## src/rtl/life_pixel_renderer_pkg.sv

```systemverilog
// Shared constants for the Life board pixel renderer: VGA geometry, board shape and
// RGB 3-3-2 colours.
package life_pixel_renderer_pkg;

  localparam int unsigned VgaWidth    = 640;
  localparam int unsigned VgaHeight   = 480;
  localparam int unsigned GridColsDef = 32;
  localparam int unsigned CellSizeDef = VgaWidth / GridColsDef;
  localparam int unsigned GridRowsDef = VgaHeight / CellSizeDef;

  localparam logic [7:0] RgbAlive  = 8'b000_111_00;
  localparam logic [7:0] RgbDead   = 8'b000_000_00;
  localparam logic [7:0] RgbGrid   = 8'b010_010_01;
  localparam logic [7:0] RgbCursor = 8'b111_000_00;
  localparam logic [7:0] RgbBlank  = 8'b000_000_00;

  function automatic int unsigned clog2(input int unsigned value);
    int unsigned result;
    int unsigned span;
    result = 0;
    span   = 1;
    while (span < value) begin
      span   = span << 1;
      result = result + 1;
    end
    return result;
  endfunction

endpackage

```

## src/rtl/life_cell_counter.sv

```systemverilog
// One screen axis: pixel-within-cell counter plus a cell index that saturates at
// NumCells, so pixels past the board never alias back onto it.
module life_cell_counter
  import life_pixel_renderer_pkg::*;
#(
  parameter int unsigned CellSize = CellSizeDef,
  parameter int unsigned NumCells = GridColsDef,
  localparam int unsigned PixW    = clog2(CellSize),
  localparam int unsigned CellW   = clog2(NumCells + 1)
) (
  input  logic             clock_25mhz,
  input  logic             reset,
  input  logic             clear_i,
  input  logic             incr_i,
  output logic [PixW-1:0]  pix_o,
  output logic [CellW-1:0] cell_o,
  output logic [CellW-1:0] cell_d_o
);

  logic [PixW-1:0]  pix_q, pix_d;
  logic [CellW-1:0] cell_q, cell_d;

  always_comb begin
    pix_d  = pix_q;
    cell_d = cell_q;
    if (clear_i) begin
      pix_d  = '0;
      cell_d = '0;
    end else if (incr_i) begin
      if (pix_q == PixW'(CellSize - 1)) begin
        pix_d = '0;
        if (cell_q != CellW'(NumCells)) begin
          cell_d = cell_q + 1'b1;
        end
      end else begin
        pix_d = pix_q + 1'b1;
      end
    end
  end

  always_ff @(posedge clock_25mhz or posedge reset) begin
    if (reset) begin
      pix_q  <= '0;
      cell_q <= '0;
    end else begin
      pix_q  <= pix_d;
      cell_q <= cell_d;
    end
  end

  assign pix_o    = pix_q;
  assign cell_o   = cell_q;
  assign cell_d_o = cell_d;

endmodule

```

## src/rtl/life_pixel_renderer.sv

```systemverilog
// Renders the Life board as RGB 3-3-2 with grid and cursor overlays; three-stage
// pipeline keeps the delayed syncs aligned with the colour output.
module life_pixel_renderer
  import life_pixel_renderer_pkg::*;
#(
  parameter int unsigned CELL_SIZE  = CellSizeDef,
  parameter int unsigned GRID_COLS  = GridColsDef,
  parameter int unsigned GRID_ROWS  = GridRowsDef,
  parameter bit          SHOW_GRID  = 1'b1,
  parameter logic [7:0]  ALIVE_RGB  = RgbAlive,
  parameter logic [7:0]  DEAD_RGB   = RgbDead,
  parameter logic [7:0]  GRID_RGB   = RgbGrid,
  parameter logic [7:0]  CURSOR_RGB = RgbCursor
) (
  input  logic                 clock_25mhz,
  input  logic                 reset,
  input  logic                 h_sync_in,
  input  logic                 v_sync_in,
  input  logic                 inside_video_in,
  input  logic [9:0]           x_position,
  input  logic [8:0]           y_position,
  output logic [4:0]           row_address,
  input  logic [GRID_COLS-1:0] row_data,
  input  logic [4:0]           cursor_x,
  input  logic [4:0]           cursor_y,
  input  logic                 cursor_enable,
  output logic                 h_sync_out,
  output logic                 v_sync_out,
  output logic [7:0]           rgb,
  output logic                 frame_done
);

  localparam int unsigned PixW = clog2(CELL_SIZE);
  localparam int unsigned CxW  = clog2(GRID_COLS + 1);
  localparam int unsigned CyW  = clog2(GRID_ROWS + 1);
  localparam int unsigned ColW = clog2(GRID_COLS);

  logic line_start;
  assign line_start = inside_video_in && (x_position == '0);

  // Counter registers are the S1 cell coordinates.
  logic [PixW-1:0] px1, py1;
  logic [CxW-1:0]  cx1, unused_cx_d;
  logic [CyW-1:0]  cy1, cy_d;

  life_cell_counter #(
    .CellSize (CELL_SIZE),
    .NumCells (GRID_COLS)
  ) u_x_counter (
    .clock_25mhz (clock_25mhz),
    .reset       (reset),
    .clear_i     (line_start),
    .incr_i      (inside_video_in && (x_position != '0)),
    .pix_o       (px1),
    .cell_o      (cx1),
    .cell_d_o    (unused_cx_d)
  );

  life_cell_counter #(
    .CellSize (CELL_SIZE),
    .NumCells (GRID_ROWS)
  ) u_y_counter (
    .clock_25mhz (clock_25mhz),
    .reset       (reset),
    .clear_i     (line_start && (y_position == '0)),
    .incr_i      (line_start && (y_position != '0)),
    .pix_o       (py1),
    .cell_o      (cy1),
    .cell_d_o    (cy_d)
  );

  logic            hs1_q, vs1_q, in1_q;
  logic [4:0]      row_address_q, row_address_d;
  logic            hs2_q, vs2_q, in2_q;
  logic [PixW-1:0] px2_q, py2_q, py3_q;
  logic [CxW-1:0]  cx2_q;
  logic [CyW-1:0]  cy2_q, cy3_q;
  logic            hs3_q, vs3_q, in3_q;
  logic [7:0]      rgb_q, rgb_d;
  logic            frame_done_q, frame_done_d;
  logic [4:0]      cur_x_q, cur_y_q;
  logic            cur_en_q;
  logic            cursor_hit, on_border, on_grid;

  // Address follows the counter next-state so RAM data lands while the pixel is in S2.
  always_comb begin
    if (cy_d >= CyW'(GRID_ROWS)) begin
      row_address_d = 5'(GRID_ROWS - 1);
    end else begin
      row_address_d = 5'(cy_d);
    end
  end

  always_comb begin
    on_border = (px2_q == '0) || (px2_q == PixW'(CELL_SIZE - 1)) ||
                (py2_q == '0) || (py2_q == PixW'(CELL_SIZE - 1));
    cursor_hit = cur_en_q && (cx2_q == CxW'(cur_x_q)) && (cy2_q == CyW'(cur_y_q)) && on_border;
    on_grid = SHOW_GRID && ((px2_q == '0) || (py2_q == '0));
    rgb_d = DEAD_RGB;
    if (!in2_q) begin
      rgb_d = RgbBlank;
    end else if ((cx2_q >= CxW'(GRID_COLS)) || (cy2_q >= CyW'(GRID_ROWS))) begin
      rgb_d = RgbBlank;
    end else if (cursor_hit) begin
      rgb_d = CURSOR_RGB;
    end else if (on_grid) begin
      rgb_d = GRID_RGB;
    end else if (row_data[cx2_q[ColW-1:0]]) begin
      rgb_d = ALIVE_RGB;
    end
  end

  // Fires on the S3 visible-to-blank edge of the last board line.
  assign frame_done_d = in3_q && !in2_q && (cy3_q == CyW'(GRID_ROWS - 1)) &&
                        (py3_q == PixW'(CELL_SIZE - 1));

  always_ff @(posedge clock_25mhz or posedge reset) begin
    if (reset) begin
      hs1_q         <= 1'b0;
      vs1_q         <= 1'b0;
      in1_q         <= 1'b0;
      row_address_q <= '0;
      hs2_q         <= 1'b0;
      vs2_q         <= 1'b0;
      in2_q         <= 1'b0;
      px2_q         <= '0;
      cx2_q         <= '0;
      py2_q         <= '0;
      cy2_q         <= '0;
      hs3_q         <= 1'b0;
      vs3_q         <= 1'b0;
      in3_q         <= 1'b0;
      py3_q         <= '0;
      cy3_q         <= '0;
      rgb_q         <= '0;
      frame_done_q  <= 1'b0;
      cur_x_q       <= '0;
      cur_y_q       <= '0;
      cur_en_q      <= 1'b0;
    end else begin
      hs1_q         <= h_sync_in;
      vs1_q         <= v_sync_in;
      in1_q         <= inside_video_in;
      row_address_q <= row_address_d;
      hs2_q         <= hs1_q;
      vs2_q         <= vs1_q;
      in2_q         <= in1_q;
      px2_q         <= px1;
      cx2_q         <= cx1;
      py2_q         <= py1;
      cy2_q         <= cy1;
      hs3_q         <= hs2_q;
      vs3_q         <= vs2_q;
      in3_q         <= in2_q;
      py3_q         <= py2_q;
      cy3_q         <= cy2_q;
      rgb_q         <= rgb_d;
      frame_done_q  <= frame_done_d;
      if (frame_done_q) begin
        cur_x_q  <= cursor_x;
        cur_y_q  <= cursor_y;
        cur_en_q <= cursor_enable;
      end
    end
  end

  assign row_address = row_address_q;
  assign h_sync_out  = hs3_q;
  assign v_sync_out  = vs3_q;
  assign rgb         = rgb_q;
  assign frame_done  = frame_done_q;

endmodule

```

## config.mk

```make
export PLATFORM = sky130hd
export DESIGN_NAME = life_pixel_renderer
export DESIGN_NICKNAME = d
export VERILOG_FILES = /design/src/rtl/life_pixel_renderer_pkg.sv /design/src/rtl/life_cell_counter.sv /design/src/rtl/life_pixel_renderer.sv
export SDC_FILE = /design/constraint.sdc
export NUM_CORES = 1
export LEC_CHECK = 0
export BUFFER_PORTS_ARGS = -buffer_cell sky130_fd_sc_hd__buf_2
export CAP_MARGIN = 20
export CORE_MARGIN = 2
export CORE_UTILIZATION = 48
export DETAILED_ROUTE_END_ITERATION = 7
export GPL_ROUTABILITY_DRIVEN = 0
export HOLD_SLACK_MARGIN = 0.08
export MAX_ROUTING_LAYER = met4
export PLACE_DENSITY = 0.79
export SKIP_LAST_GASP = 1
export SYNTH_ARGS = -nofsm -noshare
export SYNTH_HDL_FRONTEND = slang
export SYNTH_SLANG_ARGS = --single-unit
```

## constraint.sdc

```tcl
create_clock -name clock_25mhz -period 2.1 [get_ports clock_25mhz]
set_input_delay 0 -clock clock_25mhz [delete_from_list [all_inputs] [get_ports clock_25mhz]]
set_output_delay 0 -clock clock_25mhz [all_outputs]
set_load 0.05 [all_outputs]
```

# After elaboration in Yosys (flattened, before gate mapping)
# Cells that the tools add are included.
# op_classes
add_sub_neg	4
order_cmp	4
n_eq_ne	10
mux	22
n_reduce_logical	27
# ops
operator	count
$mux W5	12
$eq A5 B5 Y1 const B	6
$mux W6	4
$mux W8	3
$add A5 B1 Y5 const B	3
$ge A5 B5 Y1 const B	2
$logic_and A1 B1 Y1	10
$logic_not A10 Y1	1
$logic_not A5 Y1	2
$reduce_bool A10 Y1	1
$logic_not A9 Y1	1
$reduce_bool A9 Y1	1
$reduce_bool A2 Y1	4
$mux W7	1
$add A6 B1 Y6 const B	1
$eq A6 B5 Y1	1
$ge A6 B6 Y1 const B	1
$lt A5 B6 Y1 const B	1
$ne A6 B6 Y1 const B	1
$bmux W1 S5	1
$eq A5 B5 Y1	1
$logic_or A1 B1 Y1	5
$ne A5 B5 Y1 const B	1
$reduce_and A3 Y1	1
2 further kinds	2
# word_totals
ff_bits	86
out_inout_bits	16
wordCells	92

# Logic depth before layout (Yosys ltp)
# logic_depth
word_depth	8
mapped_depth	8

# Cells and area by module
# A second synthesis with hierarchy kept.
# unflattened
cells_unflattened	297
area_unflattened_um2	3683.5
# modules_own_cells
module	instances	cells_per_inst	area_per_inst_um2
life_pixel_renderer	1	173	2451.1
life_cell_counter (u_x_counter)	1	67	659.4
life_cell_counter (u_y_counter)	1	57	573.0

# Least setup slack after synthesis
# OpenSTA, ideal clock, no wires.
# synth_timing
path_kind	reg2reg
from	register u_x_counter.pix_q[0] (netlist: u_x_counter.pix_o[0])
to	register u_x_counter.cell_q[5] (netlist: u_x_counter.cell_o[5])
setup_time_ns	0.077
t_arrival_ns	1.768
t_required_ns	2.023
setup_slack_ns	0.255
path_stages_with_launch	7
n_path_buf	0
period_less_slack_ns	1.845
path_cell_list	dfrtp_1 -> ha_1 -> and4bb_1 -> o211ai_4 -> or3_4 -> or3_1 -> a21oi_1
# synth_via
elab_chain_len	3
# synth_lines
item	line_no	text
start: declaration	life_cell_counter.sv:20	logic [PixW-1:0] pix_q, pix_d;
start signal: assignment	life_cell_counter.sv:46	pix_q <= pix_d;
$eq A5 B5 Y1	life_cell_counter.sv:30	if (pix_q == PixW'(CellSize - 1)) begin
$reduce_bool A2 Y1 (no line)	n/a	
$reduce_and A3 Y1 (no line)	n/a	
end signal: assignment	life_cell_counter.sv:47	cell_q <= cell_d;
end: declaration	life_cell_counter.sv:21	logic [CellW-1:0] cell_q, cell_d;
# No other way between the ends.
# A chain may end at the register's enable or synchronous reset.

# Worst setup path after layout
# Ends and elaborated chain as after synthesis.

==> run metrics <==
status completed; most frequent cells in the layout dfrtp_1, buf_2, nand2_1, o21ai_0; Tcrit/Tclk final 0.951; Leak 0.00215 uW; Worst setup EP type flop; R2R Path End u_x_counter.cell_o[5]$_DFFE_PP0P_; IO buf count 81; fill count 560; Synth Area per Inst 12.1 um^2; initial antenna violation count 0; commonest non-fill, non-tap cell in the layout dfrtp_1; Clock Latency Late Sink 0.34 ns; detailed-route via count 2657; sequential fraction of the synthesis area 0.578; initial drt markers 145; vias per inst 5.28; Initial DRT Pass Iterations 5; Synth Cell Area 0.00359 mm^2; metal3 WL 333 um; Crit Path Category reg2reg; pre-CTS WS 0.0914 ns; R2R Path Start u_x_counter.pix_o[0]$_DFFE_PP0P_; setup tns final 0 ns; effective utilization at floorplan 0.495; vias in the first global route 2726; distinct cell type count after synthesis 49; first-pass GRT wire length 12.3 mm; Worst Hold Launch x_position[9]; Min-Delay Endpoint u_y_counter.pix_o[2]$_DFFE_PP0P_; Overall Power 3870 uW; Synth Net Count 371; DP HPWL 5.30 mm; Post-Syn Instances 298; uppermost layer routed met4; Relative slew margins 0.409; Arrival @ worst endpoint 2.27 ns; CTS tree done; final hold vios 0; aggregate routed wire length 7.29 mm; Tot GR Track Use 0.197; slowest stage delay, CP 0.40 ns; Worst Hold Class in2reg; measured slew at the worst slew-check pin 0.884 ns; asr flop ratio synth 1.00; residual DRC count 0; clk_skew 0.00693 ns; fin nets 472; WP data required 2.38 ns; Die X 90.5 um; clk buf depth 2; Die Y 90.5 um; final instance area 0.00450 mm^2; diode count 0; r2r setup slk 0.10 ns; gr ovfl total 0; Setup Viol. Count Final 0; Max FO, Critical Path 5; P&R area growth vs syn 25.4%; largest net degree at the start of global routing 42; Clock Sinks 83; Max VDD drop 0.359 mV; Worst Reg-to-Reg Cells 6; Die Area 0.00819 mm^2; met1 wire length 2.99 mm; Routed Antenna Nets 0; Rows 31; number of synthesized flops with an enable pin 0; routed len/inst 14.5 um; metal2 WL 3.76 mm; P per Cell Area 859 mW/mm^2; hold path cells 6; dpl cell area 0.00412 mm^2; Ports 83; Max H-tree Level 3; CTS buffer count 9; CP max-delay cell dfrtp_1; YS warnings 0; Slew Viols, Final 0; Setup Fix Bufs, Post-CTS 0; min setup slack post-route 0.103 ns; RSZ-0062 raised after global routing no; Synth Flop Type dfrtp_1; maximum capacitance violations 0; FMAX 501 MHz; ratio of cells with drive above 1 in the final layout 0.334; post-route minimum period 2.00 ns; CTS Root Cell clkbuf_8; register bit total from synthesis 83; CP Cell Sequence ha_1 > and4bb_1 > o211ai_4 > or3_4 > or3_1 > a21oi_1; startpoint types flop; clock slew at reported path FFs 0.08 ns; core area 0.00725 mm^2
## per-layer routing
layer  global-route usage  vias to the layer above
met3               0.0576                       18
met1                0.228                     1275
li1                     -                     1281
met4               0.0846                        0
met2                0.322                       83
met5                    -                        -
## how the worst max path moves through the flow
stage                                     start                           endpoint  slack [ns]
6_report       u_x_counter.pix_o[0]$_DFFE_PP0P_  u_x_counter.cell_o[5]$_DFFE_PP0P_        0.10
5_1_grt                      cx2_q[0]$_DFF_PP0_                   rgb[3]$_DFF_PP0_        0.03
2_1_floorplan  u_x_counter.pix_o[0]$_DFFE_PP0P_  u_x_counter.cell_o[5]$_DFFE_PP0P_        0.25
4_1_cts        u_y_counter.pix_o[0]$_DFFE_PP0P_           row_address[0]$_DFF_PP0_        0.07
3_3_place_gp   u_x_counter.pix_o[0]$_DFFE_PP0P_  u_x_counter.cell_o[5]$_DFFE_PP0P_        0.20
3_5_place_dp   u_y_counter.pix_o[0]$_DFFE_PP0P_           row_address[0]$_DFF_PP0_        0.09
## through the flow
step / utilization / hold slack, ns / instances
final: 0.621 / 0.186 / 503
after global routing: 0.621 / 0.215 / 503
after CTS: 0.620 / 0.170 / 503
after detailed placement: 0.568 / 0.110 / 472
after global placement: 0.568 / 0.109 / 472
after floorplan: - / 0.0314 / 298
## layout make-up
| cell class | instances | area, um^2 | share of cell area |
|---|---|---|---|
| Sequential cell | 83 | 2080 | 0.461 |
| Inverter | 13 | 52.6 | 0.0117 |
| Timing Repair Buffer | 103 | 621 | 0.138 |
| Clock buffer | 12 | 155 | 0.0344 |
| Tap cell | 99 | 124 | 0.0275 |
| Multi-Input combinational cell | 189 | 1400 | 0.311 |
| Clock inverter | 4 | 72.6 | 0.0161 |
## synthesized netlist by cell type, drive strengths merged, types with 6 or more instances
library cell | number | area (um^2)
dfrtp | 83 | 2080
nand2 | 19 | 71.3
o21ai | 19 | 95.1
mux2 | 15 | 169
inv | 13 | 48.8
nor2 | 13 | 48.8
xor2 | 12 | 105
nand3 | 11 | 55.1
nor3 | 9 | 45.0
buf | 8 | 52.6
a21oi | 7 | 35.0
mux2i | 7 | 70.1
nor4 | 7 | 43.8
or3 | 7 | 50.1
ha | 6 | 75.1
o211ai | 6 | 58.8
## registers in the layout, summed over array words and instances (netlist names), 5 cells and up
register	flops
cx2_q	6
u_x_counter.cell_o	6
cur_x_q	5
cur_y_q	5
cy2_q	5
cy3_q	5
px2_q	5
py2_q	5
py3_q	5
rgb	5
row_address	5
u_x_counter.pix_o	5
u_y_counter.cell_o	5
u_y_counter.pix_o	5
## where the power goes
part | internal, uW | total, uW | switching (uW)
Sequential | 1750 | 1900 | 153
Combinational | 348 | 708 | 361
Clock | 733 | 1260 | 531
## critical path: cells and delay by family (launching register included)
kind	cells	cell delay, ns
AOI/OAI and AO/OA	2	0.27
adders and majority gates	1	0.23
DFF	1	0.40
and+or+nand+nor	3	1.04
## kinds of logic after synthesis
family / after synthesis / synth area share
xor gates and xnor gates: 14 / 0.0341
adders and majority gates: 6 / 0.0209
and+or+nand+nor: 91 / 0.143
DFF: 83 / 0.578
buffers and inverters: 26 / 0.0335
other: 1 / 0.00104
muxes: 27 / 0.0979
AOI/OAI and AO/OA: 50 / 0.0909
## timing repair
| action | CTS | global route |
|---|---|---|
| setup endpoints to repair | 0 | 3 |
| gates resized for setup | 0 | 2 |
| hold endpoints to repair | 57 | 0 |
| hold buffers | 15 | 0 |
(Power assumes the default switching activity.)
